**src/rtl/ct_ifu_btb_upd_buf_if.sv**
```systemverilog
// Bundles the addrgen update strobe, cp0 controls and the BTB SRAM write port
// seen by the BTB update buffer; the buffer uses the slave modport.
interface ct_ifu_btb_upd_buf_if #(
   parameter int INDEX_W = 10,
   parameter int TAG_W   = 10,
   parameter int TGT_W   = 20
);
   logic               cp0_ifu_btb_en;
   logic               cp0_ifu_btb_inv;
   logic               addrgen_btb_update_vld;
   logic [INDEX_W-1:0] addrgen_btb_index;
   logic [TAG_W-1:0]   addrgen_btb_tag;
   logic [TGT_W-1:0]   addrgen_btb_target_pc;
   logic               btb_updbuf_gnt;
   logic               updbuf_btb_req;
   logic [INDEX_W-1:0] updbuf_btb_index;
   logic [TAG_W-1:0]   updbuf_btb_tag;
   logic [TGT_W-1:0]   updbuf_btb_target_pc;
   logic               updbuf_empty;
   logic               updbuf_full;
   logic               ifu_hpcp_btb_upd_drop;
   logic               ifu_hpcp_btb_upd_merge;

   modport master (
      output cp0_ifu_btb_en, cp0_ifu_btb_inv, addrgen_btb_update_vld,
             addrgen_btb_index, addrgen_btb_tag, addrgen_btb_target_pc, btb_updbuf_gnt,
      input  updbuf_btb_req, updbuf_btb_index, updbuf_btb_tag, updbuf_btb_target_pc,
             updbuf_empty, updbuf_full, ifu_hpcp_btb_upd_drop, ifu_hpcp_btb_upd_merge
   );

   modport slave (
      input  cp0_ifu_btb_en, cp0_ifu_btb_inv, addrgen_btb_update_vld,
             addrgen_btb_index, addrgen_btb_tag, addrgen_btb_target_pc, btb_updbuf_gnt,
      output updbuf_btb_req, updbuf_btb_index, updbuf_btb_tag, updbuf_btb_target_pc,
             updbuf_empty, updbuf_full, ifu_hpcp_btb_upd_drop, ifu_hpcp_btb_upd_merge
   );
endinterface

```
**src/rtl/ct_ifu_btb_upd_buf.sv**
```systemverilog
// Coalescing FIFO between addrgen BTB mispredict updates and the BTB SRAM write
// port. All outputs are flops loaded from the next-state of the buffer.
module ct_ifu_btb_upd_buf #(
   parameter int DEPTH   = 4,
   parameter int PTR_W   = 2,
   parameter int INDEX_W = 10,
   parameter int TAG_W   = 10,
   parameter int TGT_W   = 20
) (
   input logic                 forever_cpuclk,
   input logic                 cpurst_b,
   ct_ifu_btb_upd_buf_if.slave upd_if
);
   localparam int CNT_W = PTR_W + 1;
   localparam logic [CNT_W-1:0] FULL_CNT = CNT_W'(DEPTH);

   logic [DEPTH-1:0]   valid_r;
   logic [DEPTH-1:0]   valid_nxt_s;
   logic [DEPTH-1:0]   match_vec_s;
   logic [INDEX_W-1:0] idx_r       [DEPTH];
   logic [INDEX_W-1:0] idx_nxt_s   [DEPTH];
   logic [TAG_W-1:0]   tag_r       [DEPTH];
   logic [TAG_W-1:0]   tag_nxt_s   [DEPTH];
   logic [TGT_W-1:0]   tgt_r       [DEPTH];
   logic [TGT_W-1:0]   tgt_nxt_s   [DEPTH];
   logic [PTR_W-1:0]   rd_ptr_r;
   logic [PTR_W-1:0]   wr_ptr_r;
   logic [PTR_W-1:0]   rd_ptr_nxt_s;
   logic [PTR_W-1:0]   wr_ptr_nxt_s;
   logic [PTR_W-1:0]   match_sel_s;
   logic [CNT_W-1:0]   cnt_r;
   logic [CNT_W-1:0]   cnt_nxt_s;
   logic               flush_s;
   logic               strobe_s;
   logic               pop_s;
   logic               match_any_s;
   logic               merge_s;
   logic               push_s;
   logic               drop_s;
   logic               req_r;
   logic               empty_r;
   logic               full_r;
   logic               drop_r;
   logic               merge_r;
   logic [INDEX_W-1:0] head_idx_r;
   logic [TAG_W-1:0]   head_tag_r;
   logic [TGT_W-1:0]   head_tgt_r;

   // A flush swallows any same-cycle strobe; a same-cycle grant leaves state alone.
   assign flush_s     = upd_if.cp0_ifu_btb_inv | ~upd_if.cp0_ifu_btb_en;
   assign strobe_s    = upd_if.addrgen_btb_update_vld & ~flush_s;
   assign pop_s       = valid_r[rd_ptr_r] & upd_if.btb_updbuf_gnt;
   assign match_any_s = |match_vec_s;
   assign merge_s     = strobe_s & match_any_s;
   assign push_s      = strobe_s & ~match_any_s & ((cnt_r != FULL_CNT) | pop_s);
   assign drop_s      = strobe_s & ~match_any_s & (cnt_r == FULL_CNT) & ~pop_s;

   // Find the live entry with the same {index,tag}; a head retiring this cycle is excluded.
   always_comb begin
      match_vec_s = '0;
      match_sel_s = '0;
      for (int i = 0; i < DEPTH; i++) begin
         match_vec_s[i] = valid_r[i]
                        & (idx_r[i] == upd_if.addrgen_btb_index)
                        & (tag_r[i] == upd_if.addrgen_btb_tag)
                        & ~(pop_s & (rd_ptr_r == PTR_W'(i)));
         match_sel_s    = match_sel_s | ({PTR_W{match_vec_s[i]}} & PTR_W'(i));
      end
   end

   // Next-state of valids, payloads, pointers and occupancy.
   always_comb begin
      valid_nxt_s  = valid_r;
      idx_nxt_s    = idx_r;
      tag_nxt_s    = tag_r;
      tgt_nxt_s    = tgt_r;
      rd_ptr_nxt_s = rd_ptr_r;
      wr_ptr_nxt_s = wr_ptr_r;
      cnt_nxt_s    = cnt_r;
      if (flush_s) begin
         valid_nxt_s  = '0;
         rd_ptr_nxt_s = '0;
         wr_ptr_nxt_s = '0;
         cnt_nxt_s    = '0;
      end else begin
         if (pop_s) begin
            valid_nxt_s[rd_ptr_r] = 1'b0;
            rd_ptr_nxt_s          = rd_ptr_r + PTR_W'(1);
         end else begin
            rd_ptr_nxt_s = rd_ptr_r;
         end
         // When full, push and pop hit the same slot; the push must win.
         if (merge_s) begin
            tgt_nxt_s[match_sel_s] = upd_if.addrgen_btb_target_pc;
         end else if (push_s) begin
            valid_nxt_s[wr_ptr_r] = 1'b1;
            idx_nxt_s[wr_ptr_r]   = upd_if.addrgen_btb_index;
            tag_nxt_s[wr_ptr_r]   = upd_if.addrgen_btb_tag;
            tgt_nxt_s[wr_ptr_r]   = upd_if.addrgen_btb_target_pc;
            wr_ptr_nxt_s          = wr_ptr_r + PTR_W'(1);
         end else begin
            wr_ptr_nxt_s = wr_ptr_r;
         end
         case ({push_s, pop_s})
            2'b10:   cnt_nxt_s = cnt_r + CNT_W'(1);
            2'b01:   cnt_nxt_s = cnt_r - CNT_W'(1);
            default: cnt_nxt_s = cnt_r;
         endcase
      end
   end

   // Buffer state and registered outputs.
   always_ff @(posedge forever_cpuclk or negedge cpurst_b) begin
      if (!cpurst_b) begin
         valid_r    <= '0;
         rd_ptr_r   <= '0;
         wr_ptr_r   <= '0;
         cnt_r      <= '0;
         for (int i = 0; i < DEPTH; i++) begin
            idx_r[i] <= '0;
            tag_r[i] <= '0;
            tgt_r[i] <= '0;
         end
         req_r      <= 1'b0;
         empty_r    <= 1'b1;
         full_r     <= 1'b0;
         drop_r     <= 1'b0;
         merge_r    <= 1'b0;
         head_idx_r <= '0;
         head_tag_r <= '0;
         head_tgt_r <= '0;
      end else begin
         valid_r    <= valid_nxt_s;
         rd_ptr_r   <= rd_ptr_nxt_s;
         wr_ptr_r   <= wr_ptr_nxt_s;
         cnt_r      <= cnt_nxt_s;
         idx_r      <= idx_nxt_s;
         tag_r      <= tag_nxt_s;
         tgt_r      <= tgt_nxt_s;
         req_r      <= valid_nxt_s[rd_ptr_nxt_s];
         empty_r    <= (cnt_nxt_s == '0);
         full_r     <= (cnt_nxt_s == FULL_CNT);
         drop_r     <= drop_s;
         merge_r    <= merge_s;
         head_idx_r <= idx_nxt_s[rd_ptr_nxt_s];
         head_tag_r <= tag_nxt_s[rd_ptr_nxt_s];
         head_tgt_r <= tgt_nxt_s[rd_ptr_nxt_s];
      end
   end

   assign upd_if.updbuf_btb_req         = req_r;
   assign upd_if.updbuf_btb_index       = head_idx_r;
   assign upd_if.updbuf_btb_tag         = head_tag_r;
   assign upd_if.updbuf_btb_target_pc   = head_tgt_r;
   assign upd_if.updbuf_empty           = empty_r;
   assign upd_if.updbuf_full            = full_r;
   assign upd_if.ifu_hpcp_btb_upd_drop  = drop_r;
   assign upd_if.ifu_hpcp_btb_upd_merge = merge_r;
endmodule

```
**src/flat_wrapper.sv**
```systemverilog
// flat-port wrapper written by rule: the top's interface ports become plain ports
module ct_ifu_btb_upd_buf_flat 
#(
   parameter int DEPTH   = 4,
   parameter int PTR_W   = 2,
   parameter int INDEX_W = 10,
   parameter int TAG_W   = 10,
   parameter int TGT_W   = 20
)
  (forever_cpuclk, cpurst_b, upd_if_cp0_ifu_btb_en, upd_if_cp0_ifu_btb_inv, upd_if_addrgen_btb_update_vld, upd_if_addrgen_btb_index, upd_if_addrgen_btb_tag, upd_if_addrgen_btb_target_pc, upd_if_btb_updbuf_gnt, upd_if_updbuf_btb_req, upd_if_updbuf_btb_index, upd_if_updbuf_btb_tag, upd_if_updbuf_btb_target_pc, upd_if_updbuf_empty, upd_if_updbuf_full, upd_if_ifu_hpcp_btb_upd_drop, upd_if_ifu_hpcp_btb_upd_merge);
  ct_ifu_btb_upd_buf_if #(.INDEX_W(INDEX_W), .TAG_W(TAG_W), .TGT_W(TGT_W)) upd_if_i ();
  input logic forever_cpuclk;
  input logic cpurst_b;
  input wire logic [$bits(upd_if_i.cp0_ifu_btb_en)-1:0] upd_if_cp0_ifu_btb_en;
  input wire logic [$bits(upd_if_i.cp0_ifu_btb_inv)-1:0] upd_if_cp0_ifu_btb_inv;
  input wire logic [$bits(upd_if_i.addrgen_btb_update_vld)-1:0] upd_if_addrgen_btb_update_vld;
  input wire logic [$bits(upd_if_i.addrgen_btb_index)-1:0] upd_if_addrgen_btb_index;
  input wire logic [$bits(upd_if_i.addrgen_btb_tag)-1:0] upd_if_addrgen_btb_tag;
  input wire logic [$bits(upd_if_i.addrgen_btb_target_pc)-1:0] upd_if_addrgen_btb_target_pc;
  input wire logic [$bits(upd_if_i.btb_updbuf_gnt)-1:0] upd_if_btb_updbuf_gnt;
  output wire logic [$bits(upd_if_i.updbuf_btb_req)-1:0] upd_if_updbuf_btb_req;
  output wire logic [$bits(upd_if_i.updbuf_btb_index)-1:0] upd_if_updbuf_btb_index;
  output wire logic [$bits(upd_if_i.updbuf_btb_tag)-1:0] upd_if_updbuf_btb_tag;
  output wire logic [$bits(upd_if_i.updbuf_btb_target_pc)-1:0] upd_if_updbuf_btb_target_pc;
  output wire logic [$bits(upd_if_i.updbuf_empty)-1:0] upd_if_updbuf_empty;
  output wire logic [$bits(upd_if_i.updbuf_full)-1:0] upd_if_updbuf_full;
  output wire logic [$bits(upd_if_i.ifu_hpcp_btb_upd_drop)-1:0] upd_if_ifu_hpcp_btb_upd_drop;
  output wire logic [$bits(upd_if_i.ifu_hpcp_btb_upd_merge)-1:0] upd_if_ifu_hpcp_btb_upd_merge;
  assign upd_if_i.cp0_ifu_btb_en = upd_if_cp0_ifu_btb_en;
  assign upd_if_i.cp0_ifu_btb_inv = upd_if_cp0_ifu_btb_inv;
  assign upd_if_i.addrgen_btb_update_vld = upd_if_addrgen_btb_update_vld;
  assign upd_if_i.addrgen_btb_index = upd_if_addrgen_btb_index;
  assign upd_if_i.addrgen_btb_tag = upd_if_addrgen_btb_tag;
  assign upd_if_i.addrgen_btb_target_pc = upd_if_addrgen_btb_target_pc;
  assign upd_if_i.btb_updbuf_gnt = upd_if_btb_updbuf_gnt;
  assign upd_if_updbuf_btb_req = upd_if_i.updbuf_btb_req;
  assign upd_if_updbuf_btb_index = upd_if_i.updbuf_btb_index;
  assign upd_if_updbuf_btb_tag = upd_if_i.updbuf_btb_tag;
  assign upd_if_updbuf_btb_target_pc = upd_if_i.updbuf_btb_target_pc;
  assign upd_if_updbuf_empty = upd_if_i.updbuf_empty;
  assign upd_if_updbuf_full = upd_if_i.updbuf_full;
  assign upd_if_ifu_hpcp_btb_upd_drop = upd_if_i.ifu_hpcp_btb_upd_drop;
  assign upd_if_ifu_hpcp_btb_upd_merge = upd_if_i.ifu_hpcp_btb_upd_merge;
  ct_ifu_btb_upd_buf #(.DEPTH(DEPTH), .PTR_W(PTR_W), .INDEX_W(INDEX_W), .TAG_W(TAG_W), .TGT_W(TGT_W)) u_core (.forever_cpuclk(forever_cpuclk), .cpurst_b(cpurst_b), .upd_if(upd_if_i));
endmodule
```
**config.mk**
```make
export PLATFORM = sky130hd
export DESIGN_NAME = ct_ifu_btb_upd_buf_flat
export DESIGN_NICKNAME = d
export VERILOG_FILES = /design/src/rtl/ct_ifu_btb_upd_buf_if.sv /design/src/rtl/ct_ifu_btb_upd_buf.sv /design/src/flat_wrapper.sv
export SDC_FILE = /design/constraint.sdc
export NUM_CORES = 1
export LEC_CHECK = 0
export ABC_CLOCK_PERIOD_IN_PS = 3300
export BUFFER_PORTS_ARGS = -buffer_cell sky130_fd_sc_hd__buf_2
export CAP_MARGIN = 20
export CORE_ASPECT_RATIO = 1.2
export CORE_MARGIN = 2
export CORE_UTILIZATION = 54
export DETAILED_ROUTE_END_ITERATION = 16
export GPL_TIMING_DRIVEN = 0
export MAX_ROUTING_LAYER = met4
export PLACE_DENSITY = 0.86
export RECOVER_POWER = 50
export SLEW_MARGIN = 40
export SYNTH_ARGS = -nofsm -noshare
export SYNTH_HDL_FRONTEND = slang
export SYNTH_SLANG_ARGS = --single-unit
```
**constraint.sdc**
```tcl
create_clock -name forever_cpuclk -period 3.3 [get_ports forever_cpuclk]
set_clock_uncertainty 0.2 [all_clocks]
set_input_delay 0.66 -clock forever_cpuclk [delete_from_list [all_inputs] [get_ports forever_cpuclk]]
set_output_delay 0.66 -clock forever_cpuclk [all_outputs]
set_load 0.05 [all_outputs]
```
==> results by group <==
Outcome
  • Outcome: complete, but fails checks
  • Violated checks: max-capacitance violations, max-slew violations, negative setup slack

GRT
  • Vias in the first global route: 7998
  • First-pass GRT wire length: 44.2 mm
  • Remaining global-route overflow: 0
  • GRT Util Overall: 0.278
  • Antenna violations before repair: 2
  • Pin count of the biggest net entering global routing: 80

STA
  • Final setup violation count: 27
  • Number of hold violations in the final report: 0
  • Final count of pins violating max slew: 69
  • Tightest slew margin relative to the limit: -0.172
  • Transition at the pin with the smallest max-transition slack: 1.76 ns
  • Share of the clock period used by the worst path after layout: 1.05
  • RSZ-0062 raised after global routing: yes
  • Fin worst setup slack: -0.158 ns
  • Final min period: 3.46 ns
  • Top achievable clock speed: 0.289 GHz

Floorplan
  • Horizontal extent of the die: 133 um
  • Count of boundary I/O pins: 91
  • Core footprint: 0.0195 mm2
  • Vertical extent of the die: 159 um
  • Number of standard-cell rows in the floorplan: 56
  • Initial core utilization: 0.550
  • Die footprint: 0.0211 mm2

Cells and area
  • Fillcell total: 1323
  • Area Overhead vs Synth: 22.5%
  • Proportion of layout cells with a drive suffix above 1: 0.327
  • Total number of nets in the final design: 1098
  • Fin util: 0.674

Synth
  • Post-synthesis net count: 971
  • Number of instances in the synthesized netlist: 916
  • Most frequent cell after synthesis: dfrtp_1
  • Commonest register cell after synthesis: dfrtp_1
  • Ranking of synthesized cells by area: dfrtp_1, mux2_2, a21oi_1, xnor2_1, mux2_1
  • Async S/R FF share, synth: 1.00
  • Warnings, synthesis: 0
  • Count of different cell masters after synthesis: 63
  • Area leader, netlist: dfrtp_1
  • Proportion of synthesized chip area in sequential cells: 0.503
  • Area share of the largest cell type after synthesis: 0.500
  • Per-instance average area after synthesis: 11.7 um2
  • Flip-flop and latch count after synthesis: 216
  • Top cell types by occurrence after synthesis: dfrtp_1, mux2_2, a21oi_1
  • Mapped Area: 0.0108 mm2
  • Number of synthesized flops with an enable pin: 0

CTS
  • Clock buffer depth: 3
  • Count of H-tree levels built during CTS: 1
  • Skew-Pair Late Insertion Delay: 0.52 ns
  • Clock Sink Count: 216
  • CTS root buffer: clkbuf_16
  • Clock tree from TritonCTS: yes
  • TritonCTS Buffers: 23
  • Clock transition at the registers of the reported paths: 0.06 ns

Critical path
  • Largest stage delay on the critical path: 0.44 ns
  • Data required, critical path: 3.49 ns
  • Critical Path Slowest Stage Cell: fa_2
  • Critical Path Source Type: flop
  • Kind of end point of the critical path: flop
  • Critical path type: flop to flop
  • Crit-path cells: xnor2_1 -> nand4_1 -> a2111oi_2 -> nand2_1 -> nand4bb_1 -> buf_6 -> nand2_4 -> fa_2 -> nand3_2 -> o31ai_1 -> nand2_1 -> nand4_1 -> a41oi_2 -> nor2b_1
  • Critical Path AT: 3.65 ns
  • Biggest fanout along the worst timing path: 3

Drt
  • First-pass iteration count of the detailed router: 5
  • Routed length per instance: 23.5 um
  • Final routed wirelength across all metal layers: 31.0 mm
  • Post-detailed-route count of antenna-violating nets: 0
  • Number of design rule violations left after detail routing: 0
  • Vias: 8221
  • Initial drt markers: 695
  • Mean number of vias per cell: 6.22

Worst hold path
  • Class of the tightest hold or removal check: primary input to flop

Placement
  • Sum of net half-perimeters after detailed placement: 18.8 mm
  • Routability-driven placement congestion ratio: 0.977
  • # port buffers: 70

Pwr
  • Ratio of total power to cell area: 583 mW/mm2
  • Maximum VDD drop: 0.000461 V
  • Post-layout power: 7.68 mW
  • Leak pwr: 6.01 nW

Flow run
  • Max-capacitance violation count: 1
[registers in the layout (all words and copies together) (netlist names), 3 cells and up]
| name | count |
|---|---|
| u_core.upd_if.updbuf_btb_tag | 10 |
| u_core.upd_if.updbuf_btb_target_pc | 20 |
| u_core.valid_r | 4 |
| u_core.tgt_r | 80 |
| u_core.tag_r | 40 |
| u_core.upd_if.updbuf_btb_index | 10 |
| u_core.idx_r | 40 |
| u_core.cnt_r | 3 |
[cell families after synthesis]
family	count (synthesis)	share of synthesized area
xor gates and xnor gates	81	0.0660
DFF	216	0.503
buffers and inverters	101	0.0412
muxes	165	0.177
adders and majority gates	9	0.0112
AOI/OAI and AO/OA	174	0.121
and+or+nand+nor	170	0.0812
[critical path, delay by kind of cell (launching register included)]
| family | cells | cell delay (ns) |
|---|---|---|
| AOI/OAI and AO/OA | 3 | 0.74 |
| xor gates and xnor gates | 1 | 0.43 |
| adders and majority gates | 1 | 0.44 |
| buffers and inverters | 1 | 0.14 |
| DFF | 1 | 0.39 |
| and+or+nand+nor | 8 | 1.00 |
[layout by cell type, fill, tap and decap left out, drive strengths merged, types with 32 or more instances in the layout]
| master | n |
|---|---|
| dfrtp | 215 |
| mux2 | 142 |
| clkbuf | 125 |
| a21oi | 88 |
| buf | 77 |
| nand2 | 60 |
| xnor2 | 48 |
| nor2 | 34 |
| xor2 | 33 |
| inv | 32 |
[through the flow]
| stage | cell area (um2) | setup WS [ns] | hold WS, ns | TNS [ns] | std cells |
|---|---|---|---|---|---|
| finish | 13200 | -0.158 | 0.252 | -1.90 | 1321 |
| global route | 13200 | -0.259 | 0.245 | -5.05 | 1321 |
| CTS | 12600 | -0.0110 | 0.227 | -0.0784 | 1299 |
| detailed placement | 11600 | -0.799 | 0.284 | -90.50 | 1249 |
| global placement | 11500 | -2.26 | 0.278 | -568.23 | 1247 |
| floorplan | 10900 | -0.280 | 0.164 | -2.31 | 916 |
[worst paths after layout]
check                                                start                         to  slack [ns]  cells past startpoint
max                                       u_core.idx_r[37]  u_core.upd_if.updbuf_full       -0.16                     14
min                        upd_if_addrgen_btb_target_pc[3]           u_core.tgt_r[23]        0.25                      2
max reg2reg                               u_core.idx_r[37]  u_core.upd_if.updbuf_full       -0.16                     14
min reg2reg                               u_core.tgt_r[43]           u_core.tgt_r[43]        0.30                      2
max in group asynchronous                         cpurst_b           u_core.tgt_r[35]        0.44                      4
min in group asynchronous                         cpurst_b            u_core.cnt_r[2]        0.96                      2
[final cells by class]
class,instances,area (um2),share of cell area
clock buffer,32,659,0.0500
sequential,216,5410,0.410
inverter,32,124,0.00940
buffer,69,478,0.0363
multi-input combinational,599,5370,0.408
clock inverter,8,101,0.00769
antenna,2,5.00,0.000380
timing repair buffer,102,703,0.0534
tap,261,327,0.0248
[power by group]
group	switching [mW]	internal (mW)	leakage [nW]
clock	1.07	1.55	0.377
sequential	0.258	3.05	2.80
combinational	1.13	0.617	2.83
[layer usage]
metal / track usage / wire [um]
met4: 0.117 / 1460
met1: 0.342 / 11800
met3: 0.0392 / 2170
met5: - / 0
met2: 0.467 / 15600
[timing repair]
action,CTS,global route
pin swaps,6,15
gates resized for setup,42,99
gates cloned,1,8
buffers inserted,8,12
hold endpoints to repair,67,0
endpoints found under the setup margin,161,140
hold buffers,1,0
(Power assumes the default switching activity.)
